--- config.mk ---
export PLATFORM = sky130hd
export DESIGN_NAME = cm0_reset_ctrl
export DESIGN_NICKNAME = d
export VERILOG_FILES = /design/src/rtl/cm0_reset_ctrl.sv
export SDC_FILE = /design/constraint.sdc
export NUM_CORES = 1
export LEC_CHECK = 0
export ABC_AREA = 0
export BUFFER_PORTS_ARGS = -buffer_cell sky130_fd_sc_hd__buf_2
export CORE_AREA = 3 3 40 42
export CTS_CLUSTER_DIAMETER = 100
export DETAILED_ROUTE_END_ITERATION = 12
export DIE_AREA = 0 0 43 45
export HOLD_SLACK_MARGIN = 0.06
export PLACE_DENSITY = 0.67
export SLEW_MARGIN = 10
export SYNTH_ARGS = -nofsm -noshare
export SYNTH_HDL_FRONTEND = slang
export SYNTH_SLANG_ARGS = --single-unit
--- constraint.sdc ---
create_clock -name CLK -period 1.8 [get_ports CLK]
set_input_delay 0.36 -clock CLK [delete_from_list [all_inputs] [get_ports CLK]]
set_output_delay 0.36 -clock CLK [all_outputs]
set_load 0.05 [all_outputs]
--- src/rtl/cm0_reset_ctrl.sv ---
// -----------------------------------------------------------------------------
// cm0_reset_ctrl
//
// Reset sequencer that sits downstream of the per-domain reset synchronisers.
// After a power-on reset it releases the debug domain first. It then releases
// the system domain after a further hold. It also converts core reset requests
// (SYSRESETREQ, and LOCKUP when LOCKUPRESET is set) into a stretched reset that
// affects only the system domain. The debug domain keeps running.
//
// Parameters
//   DBG_HOLD  cycles DBGRESETn stays low after RST deasserts (1..2^CW-1)
//   SYS_HOLD  cycles SYSRESETn stays low after debug release / per request
//   CW        hold counter width
//
// Ports
//   CLK          in   clock
//   RST          in   synchronous active-high reset (synchronised POR)
//   SYSRESETREQ  in   core system reset request, level
//   LOCKUP       in   core lockup indication, level
//   LOCKUPRESET  in   1 = lockup triggers a system reset
//   CAUSECLR     in   1-cycle pulse, clears RSTCAUSE
//   DBGRESETn    out  debug-domain reset, active low, registered
//   SYSRESETn    out  system-domain reset, active low, registered
//   RSTBUSY      out  high while either domain is held in reset
//   RSTCAUSE     out  {lockup, sysreq, por}, sticky
//
// Configuration
//   CM0_RSTCTRL_CAUSE_EN  when defined, RSTCAUSE is a sticky cause register.
//                         When undefined, RSTCAUSE is tied to 3'b000 and
//                         CAUSECLR is ignored.
// -----------------------------------------------------------------------------
module cm0_reset_ctrl #(
    parameter int DBG_HOLD = 4,
    parameter int SYS_HOLD = 8,
    parameter int CW       = 4
) (
    input  logic       CLK,
    input  logic       RST,
    input  logic       SYSRESETREQ,
    input  logic       LOCKUP,
    input  logic       LOCKUPRESET,
    input  logic       CAUSECLR,
    output logic       DBGRESETn,
    output logic       SYSRESETn,
    output logic       RSTBUSY,
    output logic [2:0] RSTCAUSE
);

    typedef enum logic [1:0] {
        POR_HOLD = 2'd0,
        DBG_ONLY = 2'd1,
        RUN      = 2'd2,
        SYS_RST  = 2'd3
    } state_t;

    localparam logic [CW-1:0] DBG_LAST = CW'(DBG_HOLD - 1);
    localparam logic [CW-1:0] SYS_LAST = CW'(SYS_HOLD - 1);

    state_t        state, state_d;
    logic [CW-1:0] cnt, cnt_d;
    logic          dbg_resetn_d, sys_resetn_d, rst_busy_d;
    logic          req_now, req_prev, trig;

    // A request is a rising edge of the combined level. req_prev is forced
    // high by RST, so a level that is held across reset never triggers.
    assign req_now = SYSRESETREQ | (LOCKUP & LOCKUPRESET);
    assign trig    = req_now & ~req_prev;

    // NOTE: sequential state uses non-blocking (<=) so that every flop samples
    // the values from before the edge, whatever order the statements are in.
    always_ff @(posedge CLK) begin
        if (RST) begin
            state     <= POR_HOLD;
            cnt       <= '0;
            DBGRESETn <= 1'b0;
            SYSRESETn <= 1'b0;
            RSTBUSY   <= 1'b1;
            req_prev  <= 1'b1;
        end else begin
            state     <= state_d;
            cnt       <= cnt_d;
            DBGRESETn <= dbg_resetn_d;
            SYSRESETn <= sys_resetn_d;
            RSTBUSY   <= rst_busy_d;
            req_prev  <= req_now;
        end
    end

    always_comb begin
        // NOTE: every signal gets a default before the case. If any path left
        // one unassigned, a latch would be inferred.
        state_d      = state;
        cnt_d        = cnt;
        dbg_resetn_d = DBGRESETn;
        sys_resetn_d = SYSRESETn;
        rst_busy_d   = RSTBUSY;

        case (state)
            POR_HOLD: begin
                dbg_resetn_d = 1'b0;
                sys_resetn_d = 1'b0;
                rst_busy_d   = 1'b1;
                if (cnt == DBG_LAST) begin
                    cnt_d        = '0;
                    dbg_resetn_d = 1'b1;
                    state_d      = DBG_ONLY;
                end else begin
                    cnt_d = cnt + 1'b1;
                end
            end

            DBG_ONLY: begin
                if (cnt == SYS_LAST) begin
                    cnt_d        = '0;
                    sys_resetn_d = 1'b1;
                    rst_busy_d   = 1'b0;
                    state_d      = RUN;
                end else begin
                    cnt_d = cnt + 1'b1;
                end
            end

            RUN: begin
                if (trig) begin
                    cnt_d        = '0;
                    sys_resetn_d = 1'b0;
                    rst_busy_d   = 1'b1;
                    state_d      = SYS_RST;
                end
            end

            SYS_RST: begin
                // Edges seen here are dropped, not queued. The debug domain
                // is left alone.
                if (cnt == SYS_LAST) begin
                    cnt_d        = '0;
                    sys_resetn_d = 1'b1;
                    rst_busy_d   = 1'b0;
                    state_d      = RUN;
                end else begin
                    cnt_d = cnt + 1'b1;
                end
            end

            default: begin
                // Corrupted state: start the full sequence again.
                state_d      = POR_HOLD;
                cnt_d        = '0;
                dbg_resetn_d = 1'b0;
                sys_resetn_d = 1'b0;
                rst_busy_d   = 1'b1;
            end
        endcase
    end

`ifdef CM0_RSTCTRL_CAUSE_EN
    logic       accept;
    logic [2:0] cause_set;
    logic [2:0] cause_q;

    // Only requests that actually start a system reset are recorded.
    assign accept    = (state == RUN) & trig;
    assign cause_set = accept ? {LOCKUP & LOCKUPRESET, SYSRESETREQ, 1'b0} : 3'b000;

    // A clear in the same cycle as a set keeps only the new cause.
    always_ff @(posedge CLK) begin
        if (RST) begin
            cause_q <= 3'b001;
        end else if (CAUSECLR) begin
            cause_q <= cause_set;
        end else begin
            cause_q <= cause_q | cause_set;
        end
    end

    assign RSTCAUSE = cause_q;
`else
    logic unused_causeclr;

    assign unused_causeclr = CAUSECLR;
    assign RSTCAUSE        = 3'b000;
`endif

endmodule

==> results of run 1 <==
sequential cells by signal, indices dropped and copies added (netlist names):
| name | flops |
|---|---|
| req_prev | 1 |
| DBGRESETn | 1 |
| SYSRESETn | 1 |
| RSTBUSY | 1 |
| cnt | 4 |
| state | 2 |
synth_stat cells (all sizes together) (2+ instances only):
cell	count	area (µm²)
nand2	2	7.51
o211ai	5	37.5
a21oi	7	35.0
o21ai	2	10.0
inv	2	7.51
and3b	2	18.8
buf	4	27.5
nor2b	2	12.5
nand3	2	10.0
nand2b	2	12.5
dfxtp	10	200
kinds of logic (layout without fill, tap and decap cells):
logic type                 Yosys count  after routing  share of synthesized area
AOI/OAI and AO/OA                   22             22                      0.294
xor gates and xnor gates             1              1                     0.0172
adders and majority gates            1              1                     0.0245
buffers and inverters                7             13                     0.0760
DFF                                 10             10                      0.392
other                                1              3                    0.00735
and+or+nand+nor                     15             15                      0.189
where the power goes:
group,total [mW],switching (mW),internal [mW],leakage [nW]
Clock,0.144,0.0677,0.0768,0.0138
Sequential,0.243,0.0121,0.231,0.0815
Combinational,0.0596,0.0370,0.0226,0.118
per-stage QoR:
step,worst slack [ps],power (mW)
2_1_floorplan,457,0.298
3_3_place_gp,360,0.306
3_5_place_dp,332,0.308
4_1_cts,320,0.457
5_1_grt,216,0.472
6_report,318,0.448
per-layer routing:
metal / share of wire / routed length [µm]
met5: 0 / 0
met2: 0.43 / 415
met4: 0.017 / 16
met3: 0.051 / 49
met1: 0.50 / 487
final timing paths:
check / from / end / slack, ps / cells past startpoint
worst max-delay path: cnt[0]$_SDFFE_PP0P_ / DBGRESETn$_SDFFE_PP0N_ / 320 / 4
worst min register to register: DBGRESETn$_SDFFE_PP0N_ / DBGRESETn$_SDFFE_PP0N_ / 470 / 2
worst max register to register: cnt[0]$_SDFFE_PP0P_ / DBGRESETn$_SDFFE_PP0N_ / 320 / 4
worst min-delay path: RST / state[0]$_SDFFE_PP0P_ / 400 / 2
final cells by class:
class / instances / area (µm²) / area share
Multi-Input combinational cell: 42 / 279 / 0.489
Sequential cell: 10 / 200 / 0.351
Timing Repair Buffer: 8 / 42.5 / 0.0746
Clock buffer: 3 / 22.5 / 0.0395
Tap cell: 15 / 18.8 / 0.0329
Inverter: 2 / 7.51 / 0.0132
==> results.ini, run 1 <==
[global_routing]
grt_usage = 0.115
antenna_found_initial = 0
gr-total-overflow = 0
met1_usage = 0.149
grt_pass1_wl_um = 1620
grt_max_degree = 11
met3_usage = 0.0598
grt-busiest-layer = met2
grt_pass1_vias = 366
grt_use_met2 = 0.159

[setup_path]
cp.arrival_ps = 1670
slowest_delay_ps = 440
cp.required_ps = 1990
cpMaxStageDelayCell = or4b_1
critical_path.top_delay_family = simple AND/OR/NAND/NOR gates
crit_chain = ha_1 -> nor2b_1 -> or4b_1 -> a21oi_1
endpoint_kind = register
worstPathMaxFanout = 6
cp-start-kind = register
path_class = register to register
path_buf_inv = 0

[power_and_ir_drop]
power.density_nw_per_um2 = 784
vdd_drop_max_v = 0.000495
p_leak_nw = 0.214

[clock_network]
post_cts_resized = 0
cts_buffer_depth = 2
cts.clk_slew.worst_paths_ps = 60
cts_setup_buffers = 0
cts_tree = done
clk_latency_ps = 250
cts-buffers-inserted = 3
htree_levels = 1
ctsHoldBuffers = 0
cts-root-buf = clkbuf_4
cts_sinks = 10

[final_layout]
instances_no_fill = 80
final_core_util = 0.444
fillers = 132
stdcell_area_um2 = 571
layout_commonest_cell = dfxtp_1
layout.cells.most_common_list = dfxtp_1 (10), a21oi_1 (7), buf_2 (7)
area_growth_pct = 11.8
layout-drive-gt1-share = 0.200
antenna_cells = 0
nNetsFinal = 74

[status]
run_status = finished clean

[sta]
fmax_ghz = 0.675
finalSetupViolCount = 0
rsz0062_at_grt = no
period_share = 0.824
finalHoldViolCount = 0
fin_setup_tns_ps = 0
fin_crit_ps = 1480
worst_hold_slack_ps = 400
slew_viol_final = 0
skew_ps = 0.478

[synth]
synth_edf_count = 0
yosysWarnings = 0
seq_area_frac_synth = 0.392
ys_types = 30
ys_seq_elements = 10
ys.flop_type = dfxtp_1
netlist_area_um2 = 510
async_flop_share = 0
netlist_instances = 57
syn_avg_cell_area_um2 = 8.96

[drt]
drt_iter0_markers = 6
detail_route.wl_per_cell_um = 12.1
vias = 445
first_pass_iters = 5
viasPerCell = 5.56
antenna_left = 0
drc_errors = 0
drt-total-wl_um = 967

[floorplanning]
die_area_um2 = 1940
initial_core_util = 0.397
coreArea_um2 = 1280
fp-row-count = 13
die_w_um = 43
num_io_pins = 12
die_h_um = 45

[job]
cap_viol_max_count = 0

[placed_design]
dpl.cell_count = 77
gp_congestion = 0.707
hpwl_um = 702
place_area_um2 = 548
port_buffers = 7

[hold_path]
worstHoldPathType = input pin to register

Power figures use the tool's default switching activity.
==> run 2, diff against run 1 <==
clock period = 1.42 ns   (was 1.8 ns; I/O delays follow)
==> run 2 against run 1 <==
  * Sequential cell count unchanged
  * Die area stayed put
  * Critical path type unchanged
  * Clock skew is 2.6 ps higher
  * Cell count grew 6.3%
  * Clock power up 81%
==> results.ini, run 2 (synthesized netlist as in run 1, its figures left out) <==
[clock_network]
cts.clk_slew.worst_paths_ps = 70
cts-buffers-inserted = 3
ctsHoldBuffers = 0
cts-root-buf = clkbuf_4
cts_tree = done
clk_latency_ps = 270
cts_sinks = 10
htree_levels = 1
cts_buffer_depth = 2

[sta]
skew_ps = 3.05
rsz0062_at_grt = no
slew_viol_final = 0
finalHoldViolCount = 0
fin_crit_ps = 1330
finalSetupViolCount = 0
fmax_ghz = 0.751
worst_hold_slack_ps = 306
period_share = 0.938
fin_setup_tns_ps = 0

[final_layout]
layout-drive-gt1-share = 0.286
fillers = 134
multiInputGateArea_um2 = 294
largest_register = cnt
nNetsFinal = 78
regArea_um2 = 200
area_growth_pct = 23.3
layout.cells.most_common_list = dfxtp_1 (10), a21oi_1 (7), buf_2 (7)
layout_commonest_cell = dfxtp_1
antenna_cells = 0
top_regs = cnt (4), state (2)
largest_reg_flops = 4

[hold_path]
whs_path_depth = 2
worstHoldPathType = input pin to register
min_to = cnt[2]$_SDFFE_PP0P_
hp-start = RST

[floorplanning]
die_w_um = 43
fp-row-count = 13
die_area_um2 = 1940
coreArea_um2 = 1280
num_io_pins = 12
die_h_um = 45
initial_core_util = 0.397

[status]
run_status = finished clean

[setup_path]
cp-start-kind = register
worstPathMaxFanout = 6
reg2reg_depth = 4
rr_endpoint = cnt[3]$_SDFFE_PP0P_
endpoint_kind = register
r2r_start = state[0]$_SDFFE_PP0P_
cp.required_ps = 1620
cp.arrival_ps = 1530
r2r_setup_slack_ps = 90
path_class = register to register

[global_routing]
grt_usage = 0.121
grt_pass1_vias = 415
grt_pass1_wl_um = 1740
antenna_found_initial = 0
grt_max_degree = 11
gr-total-overflow = 0

[drt]
drc_errors = 0
drt_iter0_markers = 16
vias = 464
first_pass_iters = 5
detail_route.wl_per_cell_um = 12.3
drt-total-wl_um = 1040
antenna_left = 0
viasPerCell = 5.46

[placed_design]
gp_congestion = 0.703
port_buffers = 7
hpwl_um = 741

[power_and_ir_drop]
p_total_mw = 0.667
power.density_nw_per_um2 = 1060
vdd_drop_max_v = 0.000470
p_leak_nw = 0.241

[job]
cap_viol_max_count = 0

[run 2: how the worst max path moves through the flow]
stage                                      from  cells after the start  slack, ps                      to
final                     state[0]$_SDFFE_PP0P_                      4         90     cnt[3]$_SDFFE_PP0P_
after global placement      cnt[0]$_SDFFE_PP0P_                      4         90  DBGRESETn$_SDFFE_PP0N_
after floorplan             cnt[0]$_SDFFE_PP0P_                      4         80  DBGRESETn$_SDFFE_PP0N_
after detailed placement    cnt[0]$_SDFFE_PP0P_                      4         50  DBGRESETn$_SDFFE_PP0N_
after global routing        cnt[0]$_SDFFE_PP0P_                      4          3  DBGRESETn$_SDFFE_PP0N_
after CTS                   cnt[0]$_SDFFE_PP0P_                      4         40  DBGRESETn$_SDFFE_PP0N_
[run 2: area by class of cell]
cell class	instances	area share
clock buffer	4	0.0577
inverter	2	0.0119
multi-input combinational	42	0.467
sequential	10	0.318
tap	15	0.0298
timing repair buffer	12	0.115
[run 2: metrics by stage]
stage	setup WS, ps	utilization	instance area (µm²)	cells
final	88.2	0.490	629	85
after global routing	3.31	0.490	629	85
after CTS	35.7	0.478	614	85
after detailed placement	53.1	0.450	578	81
after global placement	91.6	0.450	578	81
after floorplan	76.8	-	518	59
[run 2: repair_timing]
action | 4_1_cts | 5_1_grt
setup buffers | 0 | 0
endpoints found under the setup margin | 0 | 1
gates resized for setup | 0 | 3
[run 2: worst max-delay path, stage by stage (launching register included)]
cell and delay (ps):
dfxtp_1 430, buf_4 170, xnor2_1 80, a2111o_1 420
a31oi_1 160
[run 2: power breakdown]
group | switching (mW) | internal [mW]
Clock | 0.104 | 0.156
Combinational | 0.0537 | 0.0452
Sequential | 0.0146 | 0.293
Total | 0.172 | 0.494
[run 2: routing by layer]
metal	vias up	track usage	share of wire
li1	232	-	-
met1	213	0.146	0.46
met2	19	0.192	0.47
met3	0	0.0598	0.064
met4	0	0.0361	0
met5	-	0	0
